$ cat config.mk
export PLATFORM = sky130hd
export DESIGN_NAME = caliptra_apb_initiator_flat
export DESIGN_NICKNAME = d
export VERILOG_FILES = /design/src/rtl/caliptra_apb_initiator_if.sv /design/src/rtl/caliptra_apb_initiator.sv /design/src/flat_wrapper.sv
export SDC_FILE = /design/constraint.sdc
export NUM_CORES = 1
export LEC_CHECK = 0
export ABC_CLOCK_PERIOD_IN_PS = 2700
export CAP_MARGIN = 15
export CORE_AREA = 2 2 105 107
export DETAILED_ROUTE_END_ITERATION = 10
export DIE_AREA = 0 0 107 109
export DONT_BUFFER_PORTS = 1
export GPL_TIMING_DRIVEN = 1
export PLACE_DENSITY = 0.63
export SETUP_SLACK_MARGIN = 0.3
export SLEW_MARGIN = 20
export SYNTH_ARGS = -nofsm -noshare
export SYNTH_HDL_FRONTEND = slang
export SYNTH_SLANG_ARGS = --single-unit
$ cat constraint.sdc
create_clock -name core_clk -period 2.7 [get_ports core_clk]
set_clock_uncertainty 0.1 [all_clocks]
set_input_delay 0.405 -clock core_clk [delete_from_list [all_inputs] [get_ports core_clk]]
set_output_delay 0.405 -clock core_clk [all_outputs]
set_load 0.005 [all_outputs]
$ cat src/rtl/caliptra_apb_initiator_if.sv
// APB bus between the Caliptra APB initiator (master) and the Caliptra APB slave port (slave).
interface caliptra_apb_initiator_if #(
  parameter int unsigned ADDR_W = 32,
  parameter int unsigned DATA_W = 32,
  parameter int unsigned USER_W = 32
);
  logic [ADDR_W-1:0] PADDR;
  logic [USER_W-1:0] PAUSER;
  logic [DATA_W-1:0] PWDATA;
  logic              PWRITE;
  logic [2:0]        PPROT;
  logic              PSEL;
  logic              PENABLE;
  logic [DATA_W-1:0] PRDATA;
  logic              PREADY;
  logic              PSLVERR;

  modport master (
    output PADDR, PAUSER, PWDATA, PWRITE, PPROT, PSEL, PENABLE,
    input  PRDATA, PREADY, PSLVERR
  );

  modport slave (
    input  PADDR, PAUSER, PWDATA, PWRITE, PPROT, PSEL, PENABLE,
    output PRDATA, PREADY, PSLVERR
  );
endinterface

$ cat src/rtl/caliptra_apb_initiator.sv
// Single-outstanding APB requester: valid/ready command in, SETUP/ACCESS transfer, response out.
// Define CALIPTRA_APB_INIT_TIMEOUT_EN to compile in the ACCESS wait-state timeout.
module caliptra_apb_initiator #(
  parameter int unsigned ADDR_W         = 32,
  parameter int unsigned DATA_W         = 32,
  parameter int unsigned USER_W         = 32,
  parameter int unsigned TIMEOUT_CYCLES = 256
) (
  input  logic                 core_clk,
  input  logic                 cptra_rst_b,
  input  logic                 req_valid,
  output logic                 req_ready,
  input  logic                 req_write,
  input  logic [ADDR_W-1:0]    req_addr,
  input  logic [DATA_W-1:0]    req_wdata,
  input  logic [USER_W-1:0]    req_user,
  output logic                 rsp_valid,
  input  logic                 rsp_ready,
  output logic [DATA_W-1:0]    rsp_rdata,
  output logic                 rsp_slverr,
  output logic                 rsp_timeout,
  output logic                 busy,
  caliptra_apb_initiator_if.master apb
);

  if (TIMEOUT_CYCLES < 1) begin : gen_bad_timeout
    $error("TIMEOUT_CYCLES must be at least 1");
  end

  typedef enum logic [1:0] {StIdle, StSetup, StAccess, StResp} state_e;

  state_e            state_q, state_d;
  logic [ADDR_W-1:0] paddr_q, paddr_d;
  logic [USER_W-1:0] pauser_q, pauser_d;
  logic [DATA_W-1:0] pwdata_q, pwdata_d;
  logic              pwrite_q, pwrite_d;
  logic [DATA_W-1:0] rdata_q, rdata_d;
  logic              slverr_q, slverr_d;

`ifdef CALIPTRA_APB_INIT_TIMEOUT_EN
  localparam int unsigned       CntW    = $clog2(TIMEOUT_CYCLES + 1);
  localparam logic [CntW-1:0]   CntLast = CntW'(TIMEOUT_CYCLES - 1);

  logic [CntW-1:0] cnt_q, cnt_d;
  logic            timeout_q, timeout_d;
  logic            cnt_expired;

  // Expires on the wait cycle that would bring the count to TIMEOUT_CYCLES.
  assign cnt_expired = (cnt_q == CntLast);

  always_comb begin
    cnt_d = cnt_q;
    if (state_q == StSetup) begin
      cnt_d = '0;
    end else if (state_q == StAccess && !apb.PREADY) begin
      cnt_d = cnt_q + CntW'(1);
    end
  end

  always_ff @(posedge core_clk or negedge cptra_rst_b) begin
    if (!cptra_rst_b) begin
      cnt_q     <= '0;
      timeout_q <= 1'b0;
    end else begin
      cnt_q     <= cnt_d;
      timeout_q <= timeout_d;
    end
  end

  assign rsp_timeout = timeout_q;
`else
  assign rsp_timeout = 1'b0;
`endif

  always_comb begin
    state_d  = state_q;
    paddr_d  = paddr_q;
    pauser_d = pauser_q;
    pwdata_d = pwdata_q;
    pwrite_d = pwrite_q;
    rdata_d  = rdata_q;
    slverr_d = slverr_q;
`ifdef CALIPTRA_APB_INIT_TIMEOUT_EN
    timeout_d = timeout_q;
`endif
    unique case (state_q)
      StIdle: begin
        if (req_valid) begin
          paddr_d  = req_addr;
          pauser_d = req_user;
          pwrite_d = req_write;
          pwdata_d = req_write ? req_wdata : '0;
          state_d  = StSetup;
        end
      end
      StSetup: begin
        state_d = StAccess;
      end
      StAccess: begin
        // A completing PREADY always wins over an expiring timeout.
        if (apb.PREADY) begin
          rdata_d  = pwrite_q ? '0 : apb.PRDATA;
          slverr_d = apb.PSLVERR;
`ifdef CALIPTRA_APB_INIT_TIMEOUT_EN
          timeout_d = 1'b0;
`endif
          state_d  = StResp;
        end
`ifdef CALIPTRA_APB_INIT_TIMEOUT_EN
        else if (cnt_expired) begin
          rdata_d   = '0;
          slverr_d  = 1'b1;
          timeout_d = 1'b1;
          state_d   = StResp;
        end
`endif
      end
      StResp: begin
        if (rsp_ready) begin
          state_d = StIdle;
        end
      end
    endcase
  end

  always_ff @(posedge core_clk or negedge cptra_rst_b) begin
    if (!cptra_rst_b) begin
      state_q  <= StIdle;
      paddr_q  <= '0;
      pauser_q <= '0;
      pwdata_q <= '0;
      pwrite_q <= 1'b0;
      rdata_q  <= '0;
      slverr_q <= 1'b0;
    end else begin
      state_q  <= state_d;
      paddr_q  <= paddr_d;
      pauser_q <= pauser_d;
      pwdata_q <= pwdata_d;
      pwrite_q <= pwrite_d;
      rdata_q  <= rdata_d;
      slverr_q <= slverr_d;
    end
  end

  // PSEL/PENABLE decode straight from state so reset drops them without a clock edge.
  assign apb.PSEL    = (state_q == StSetup) || (state_q == StAccess);
  assign apb.PENABLE = (state_q == StAccess);
  assign apb.PADDR   = paddr_q;
  assign apb.PAUSER  = pauser_q;
  assign apb.PWDATA  = pwdata_q;
  assign apb.PWRITE  = pwrite_q;
  assign apb.PPROT   = 3'b000;

  assign req_ready  = (state_q == StIdle);
  assign rsp_valid  = (state_q == StResp);
  assign rsp_rdata  = rdata_q;
  assign rsp_slverr = slverr_q;
  assign busy       = (state_q != StIdle);

endmodule
$ cat src/flat_wrapper.sv
// flat-port wrapper written by rule: the top's interface ports become plain ports
module caliptra_apb_initiator_flat 
#(
  parameter int unsigned ADDR_W         = 32,
  parameter int unsigned DATA_W         = 32,
  parameter int unsigned USER_W         = 32,
  parameter int unsigned TIMEOUT_CYCLES = 256
)
  (core_clk, cptra_rst_b, req_valid, req_ready, req_write, req_addr, req_wdata, req_user, rsp_valid, rsp_ready, rsp_rdata, rsp_slverr, rsp_timeout, busy, apb_PADDR, apb_PAUSER, apb_PWDATA, apb_PWRITE, apb_PPROT, apb_PSEL, apb_PENABLE, apb_PRDATA, apb_PREADY, apb_PSLVERR);
  caliptra_apb_initiator_if #(.ADDR_W(ADDR_W), .DATA_W(DATA_W), .USER_W(USER_W)) apb_i ();
  input  logic core_clk;
  input  logic cptra_rst_b;
  input  logic req_valid;
  output logic req_ready;
  input  logic req_write;
  input  logic [ADDR_W-1:0] req_addr;
  input  logic [DATA_W-1:0] req_wdata;
  input  logic [USER_W-1:0] req_user;
  output logic rsp_valid;
  input  logic rsp_ready;
  output logic [DATA_W-1:0] rsp_rdata;
  output logic rsp_slverr;
  output logic rsp_timeout;
  output logic busy;
  output wire logic [$bits(apb_i.PADDR)-1:0] apb_PADDR;
  output wire logic [$bits(apb_i.PAUSER)-1:0] apb_PAUSER;
  output wire logic [$bits(apb_i.PWDATA)-1:0] apb_PWDATA;
  output wire logic [$bits(apb_i.PWRITE)-1:0] apb_PWRITE;
  output wire logic [$bits(apb_i.PPROT)-1:0] apb_PPROT;
  output wire logic [$bits(apb_i.PSEL)-1:0] apb_PSEL;
  output wire logic [$bits(apb_i.PENABLE)-1:0] apb_PENABLE;
  input wire logic [$bits(apb_i.PRDATA)-1:0] apb_PRDATA;
  input wire logic [$bits(apb_i.PREADY)-1:0] apb_PREADY;
  input wire logic [$bits(apb_i.PSLVERR)-1:0] apb_PSLVERR;
  assign apb_PADDR = apb_i.PADDR;
  assign apb_PAUSER = apb_i.PAUSER;
  assign apb_PWDATA = apb_i.PWDATA;
  assign apb_PWRITE = apb_i.PWRITE;
  assign apb_PPROT = apb_i.PPROT;
  assign apb_PSEL = apb_i.PSEL;
  assign apb_PENABLE = apb_i.PENABLE;
  assign apb_i.PRDATA = apb_PRDATA;
  assign apb_i.PREADY = apb_PREADY;
  assign apb_i.PSLVERR = apb_PSLVERR;
  caliptra_apb_initiator #(.ADDR_W(ADDR_W), .DATA_W(DATA_W), .USER_W(USER_W), .TIMEOUT_CYCLES(TIMEOUT_CYCLES)) u_core (.core_clk(core_clk), .cptra_rst_b(cptra_rst_b), .req_valid(req_valid), .req_ready(req_ready), .req_write(req_write), .req_addr(req_addr), .req_wdata(req_wdata), .req_user(req_user), .rsp_valid(rsp_valid), .rsp_ready(rsp_ready), .rsp_rdata(rsp_rdata), .rsp_slverr(rsp_slverr), .rsp_timeout(rsp_timeout), .busy(busy), .apb(apb_i));
endmodule
==> results of run 1 <==
kinds of logic after synthesis:
kind of cell | count (synthesis) | synth area share [%]
mux | 67 | 18.2
other cells | 1 | 0.0683
buf+inv | 37 | 4.20
fa+ha+maj | 3 | 0.684
compound gates | 66 | 6.18
flops | 132 | 60.2
simple gates | 131 | 10.5
per-stage QoR:
step	cells	util [%]
2_1_floorplan	440	-
3_3_place_gp	553	52.2
3_5_place_dp	553	52.2
==> summary.md, run 1 <==
| Metric | Value |
|---|---|
| Yosys reg bits | `132` |
| # Post-CTS Setup Buffers | `0` |
| Buffers added on ports | `0` |
| Synthesized cell area | `5490 um^2` |
| Htree depth | `4` |
| Run Error | `[ERROR RSZ-0060] Max buffer count reached.` |
| Clock buffer depth | `2` |
| Status | `aborted with a tool error` |
| Io pins | `274` |
| Most used DFF post-synth | `dfrtp_1` |
| RePlAce Congestion | `about 0.75` |
| Largest area contributor in the netlist | `dfrtp_1` |
| Hold buffers post-CTS | `117` |
| CTS resizes | `0` |
| Top post-synthesis cells by count | `dfrtp_1 (132), nand2_1 (98), mux2_4 (65)` |
| Root Buffer Master | `clkbuf_8` |
| Row cnt | `38` |
| Pre-CTS WS | `0.719 ns` |
| Count leader, synth | `dfrtp_1` |
| Post-synthesis cell type count | `17` |
| Ys Warns | `0` |
| DPL Wire Length | `roughly 8100 um` |
| Post-Synthesis Cells | `437` |
| DIE HEIGHT | `between 100 and 150 um` |
| Synth top area share | `60.2%` |
| CTS buffer count | `17` |
| TritonCTS Sinks | `about 130` |
| Initial Util | `51.7%` |
| Post-synth EDFFs | `0` |
| Dpl cell area | `5530 um^2` |
| Syn Area/Cell | `12.6 um^2` |
| Post-synth ARST share | `100%` |
| DIE WIDTH | `107 um` |
| Most area-consuming cells after synthesis | `dfrtp_1 (60%), mux2_4 (18%), nand2_1 (6.7%)` |
| Register area share after synthesis | `60.2%` |
| Last stage | `clock tree synthesis (4_1_cts)` |
==> run 2, diff against run 1 <==
--- a/config.mk
+++ b/config.mk
@@ -7,13 +7,12 @@
 export LEC_CHECK = 0
 export ABC_CLOCK_PERIOD_IN_PS = 2700
 export CAP_MARGIN = 15
-export CORE_AREA = 2 2 105 107
+export CORE_MARGIN = 2
+export CORE_UTILIZATION = 40
 export DETAILED_ROUTE_END_ITERATION = 10
-export DIE_AREA = 0 0 107 109
 export DONT_BUFFER_PORTS = 1
 export GPL_TIMING_DRIVEN = 1
-export PLACE_DENSITY = 0.63
-export SETUP_SLACK_MARGIN = 0.3
+export PLACE_DENSITY_LB_ADDON = 0.15
 export SLEW_MARGIN = 20
 export SYNTH_ARGS = -nofsm -noshare
 export SYNTH_HDL_FRONTEND = slang
==> summary.md, run 2 <==
| Metric | Value |
|---|---|
| Fmax | `approximately 520 MHz` |
| Rel. slew slack | `between 40% and 50%` |
| Synth top area share | `approximately three fifths` |
| Total core area | `roughly 13000 um^2` |
| Critical Path Fanout Max | `23` |
| Hold WC Path Type | `in2async` |
| Ys Warns | `0` |
| Global-route wire length before repair | `18100 um` |
| Max Cap Viol | `0` |
| Post-Synthesis Cells | `around 440` |
| Pwr dens | `~1300 nW/um^2` |
| Met1 Wirelength | `4510 um` |
| Commonest cells after routing, fill and taps aside | `dfrtp_1 (132), nand2_1 (97), mux2_4 (65)` |
| Htree depth | `4` |
| Register area share after synthesis | `60.2%` |
| CP peak stage delay | `0.37 ns` |
| Most area-consuming cells after synthesis | `dfrtp_1 (60%), mux2_4 (18%), nand2_1 (6.7%)` |
| TritonCTS Sinks | `132` |
| DIE HEIGHT | `121 um` |
| Routed length per placed instance | `19.2 um` |
| Share of post-route cells with drive strength above 1 | `23.4%` |
| Yosys reg bits | `around 130` |
| RSZ-0062 raised after global routing | `false` |
| R2R Path Start | `u_core.state_q[0]` |
| CTS buffer count | `17` |
| Largest area contributor in the netlist | `dfrtp_1` |
| Clk pin slew, worst setup/hold paths | `around 0.060 ns` |
| Final antenna-violating net count | `0` |
| Synthesized cell area | `roughly 5500 um^2` |
| Tot GR Track Use | `16.5%` |
| Worst Path Required | `2.89 ns` |
| Post-synthesis cell type count | `17` |
| Root Buffer Master | `clkbuf_16` |
| Worst skew pair latency | `0.41 ns` |
| Die area | `about 15000 um^2` |
| Post-synth EDFFs | `0` |
| Hold buffers post-CTS | `1` |
| Top post-synthesis cells by count | `dfrtp_1 (132), nand2_1 (98), mux2_4 (65)` |
| Count leader, synth | `dfrtp_1` |
| Vias per cell | `slightly below 5` |
| DPL Wire Length | `~8500 um` |
| Setup TNS | `0 ns` |
| Slowest CP cell | `dfrtp_1` |
| Drt total wl | `approximately 12000 um` |
| Grt ovf | `0` |
| Crit Path Class | `reg2reg` |
| RePlAce Congestion | `0.757` |
| Slew @ Worst Pin | `0.855 ns` |
| Detail Route met2 WL | `5830 um` |
| Final non-filler cell area | `6200 um^2` |
| CTS tree | `built` |
| Largest net degree at the start of global routing | `133` |
| CP top delay family | `buffers and inverters` |
| Slew Viols, Final | `0` |
| Max VDD drop | `0.000437 V` |
| Vias in the first global route | `about 3200` |
| Syn Area/Cell | `12.6 um^2` |
| Crit path buf inv count | `2` |
| Fin crit period | `between 1.5 and 2 ns` |
| # setup viols final | `0` |
| DIE WIDTH | `121 um` |
| Dpl cell area | `5590 um^2` |
| Initial Util | `41.3%` |
| Cell Chain, Critical Path | `inv_1 > ha_1 > nand2_4 > buf_4 > mux2_4` |
| DRC errors left | `0` |
| Final hold vios | `132` |
| Worst Setup SP | `u_core.state_q[0]` |
| Status | `complete, but fails checks` |
| Violations in the final reports | `hold timing` |
| CP arrival | `2.12 ns` |
| N_diodes | `0` |
| Initial antenna violation count | `0` |
| Clock buffer depth | `2` |
| Hold WS | `-0.410 ns` |
| Post-synth ARST share | `100%` |
| Io pins | `roughly 270` |
| DRT Pass-1 Iters | `4` |
| Critical Path Sink Type | `flip-flop` |
| Routed vias | `3043` |
| Fillers | `1206` |
| Critical path startpoint category | `flip-flop` |
| Tcrit/Tclk final | `71.4%` |
| Row cnt | `42` |
| Most used DFF post-synth | `dfrtp_1` |
| Max layer used | `met4` |
| P&R area growth vs syn | `13.0%` |
| Final nets | `573` |
| DRT iter0 DRCs | `about 100` |
| P_leak | `3.00 nW` |
| Commonest non-fill, non-tap cell in the layout | `dfrtp_1` |
| Buffers added on ports | `0` |
| Met3 WL | `1350 um` |
==> run 2: cell counts after synthesis <==
No cell type changed its count.
==> run 2: metal layers <==
layer,up-vias,global-route usage (%)
li1,1419,-
met1,1445,18.3
met2,162,26.2
met3,17,8.41
met4,0,7.92
met5,-,0
==> run 2: cell families (layout without fill, tap and decap cells) <==
kind of cell	count (synthesis)	after routing	share of synthesized area [%]
mux	67	67	18.2
simple gates	131	131	10.5
compound gates	66	66	6.18
flops	132	132	60.2
other cells	1	4	0.0683
fa+ha+maj	3	3	0.684
buf+inv	37	42	4.20
==> run 2: worst paths after layout <==
kind / endpoint / slack [ns] / cells past startpoint
max: u_core.apb.PADDR[23] / 0.77 / 5
min reg2reg: u_core.rsp_rdata[25] / 0.41 / 2
min: u_core.apb.PWDATA[2] / -0.41 / 0
max in group asynchronous: u_core.apb.PAUSER[1] / 2.75 / 0
max reg2reg: u_core.apb.PADDR[23] / 0.77 / 5
min in group core_clk: u_core.apb.PWDATA[23] / 0.03 / 2
==> run 2: worst register-to-register path, stage by stage, from the launching register on <==
cell     delay (ns)
dfrtp_1        0.37
inv_1          0.07
ha_1           0.29
nand2_4        0.30
buf_4          0.35
mux2_4         0.34
==> run 2: area by class of cell <==
type	count	area [um^2]	share of cell area, %
clock inverter	9	130	2.10
clock buffer	20	467	7.53
timing repair buffer	8	87.6	1.41
multi-input combinational	271	1970	31.8
sequential	132	3300	53.3
inverter	5	18.8	0.303
tap	176	220	3.55
==> run 2: stage by stage <==
| step | power (mW) | utilization, % | setup slack [ns] | hold slack (ns) | std cells |
|---|---|---|---|---|---|
| after CTS | 8.25 | 46.6 | 0.757 | -0.436 | 621 |
| after global placement | 5.79 | 42.1 | 0.818 | 0.0120 | 591 |
| final | 8.11 | 46.6 | 0.771 | -0.410 | 621 |
| after floorplan | 5.37 | - | 1.10 | 0.00941 | 440 |
| after global routing | 8.62 | 46.6 | 0.671 | -0.439 | 621 |
| after detailed placement | 5.88 | 42.1 | 0.758 | 0.0113 | 591 |
==> run 2: power by group <==
part	internal, mW	switching, mW
clock network	1.51	0.804
logic	1.21	0.717
registers	2.96	0.916
==> run 2: what timing repair did <==
item                      in CTS  in global routing
gates resized for setup        0                  0
hold endpoints to repair     133                132
setup buffers                  0                  0
Power figures use the tool's default switching activity.
==> run 3, diff against run 2 <==
--- a/config.mk
+++ b/config.mk
@@ -5,7 +5,7 @@
 export SDC_FILE = /design/constraint.sdc
 export NUM_CORES = 1
 export LEC_CHECK = 0
-export ABC_CLOCK_PERIOD_IN_PS = 2700
+export ABC_CLOCK_PERIOD_IN_PS = 1990
 export CAP_MARGIN = 15
 export CORE_MARGIN = 2
 export CORE_UTILIZATION = 40
==> constraint.sdc (replaced) <==
create_clock -name core_clk -period 1.99 [get_ports core_clk]
set_clock_uncertainty 0.1 [all_clocks]
set_input_delay 0.2985 -clock core_clk [delete_from_list [all_inputs] [get_ports core_clk]]
set_output_delay 0.2985 -clock core_clk [all_outputs]
set_load 0.005 [all_outputs]
==> summary.md, run 3 <==
| Metric | Value |
|---|---|
| Status | `aborted with a tool error` |
| Last stage | `clock tree synthesis (4_1_cts)` |
| Run Error | `[ERROR RSZ-0060] Max buffer count reached.` |
| Clock buffer depth | `2` |
| Yosys reg bits | `132` |
| RePlAce Congestion | `0.718` |
| Post-synth ARST share | `100%` |
| Count leader, synth | `dfrtp_1` |
| Ys Warns | `0` |
| Root Buffer Master | `clkbuf_16` |
| Post-Synthesis Cells | `~440` |
| Synthesized cell area | `5490 um^2` |
| Largest area contributor in the netlist | `dfrtp_1` |
| CTS resizes | `0` |
| Initial Util | `41.3%` |
| Register area share after synthesis | `60.2%` |
| Buffers added on ports | `0` |
| Io pins | `around 270` |
| Row cnt | `42` |
| DIE WIDTH | `121 um` |
| Post-synth EDFFs | `0` |
| # Post-CTS Setup Buffers | `0` |
| Htree depth | `4` |
| Dpl cell area | `5600 um^2` |
| Most used DFF post-synth | `dfrtp_1` |
| DIE HEIGHT | `121 um` |
| Synth top area share | `60.2%` |
| Post-synthesis cell type count | `17` |
| CTS buffer count | `17` |
| Hold buffers post-CTS | `125` |
| DPL Wire Length | `8450 um` |
| Most area-consuming cells after synthesis | `dfrtp_1 (60%), mux2_4 (18%), nand2_1 (6.7%)` |
| TritonCTS Sinks | `132` |
| Top post-synthesis cells by count | `dfrtp_1 (132), nand2_1 (98), mux2_4 (65)` |
| Syn Area/Cell | `12.6 um^2` |
==> run 3: cell counts after synthesis <==
No cell type changed its count.
==> run 3: per-stage QoR <==
step                cells  setup WS, ns
detailed placement    592         0.193
global placement      592         0.213
floorplan             440         0.394
==> run 3: kinds of logic after synthesis <==
group           after synthesis  synth area share [%]
mux                          67                  18.2
other cells                   1                0.0683
flops                       132                  60.2
compound gates               66                  6.18
simple gates                131                  10.5
fa+ha+maj                     3                 0.684
buf+inv                      37                  4.20
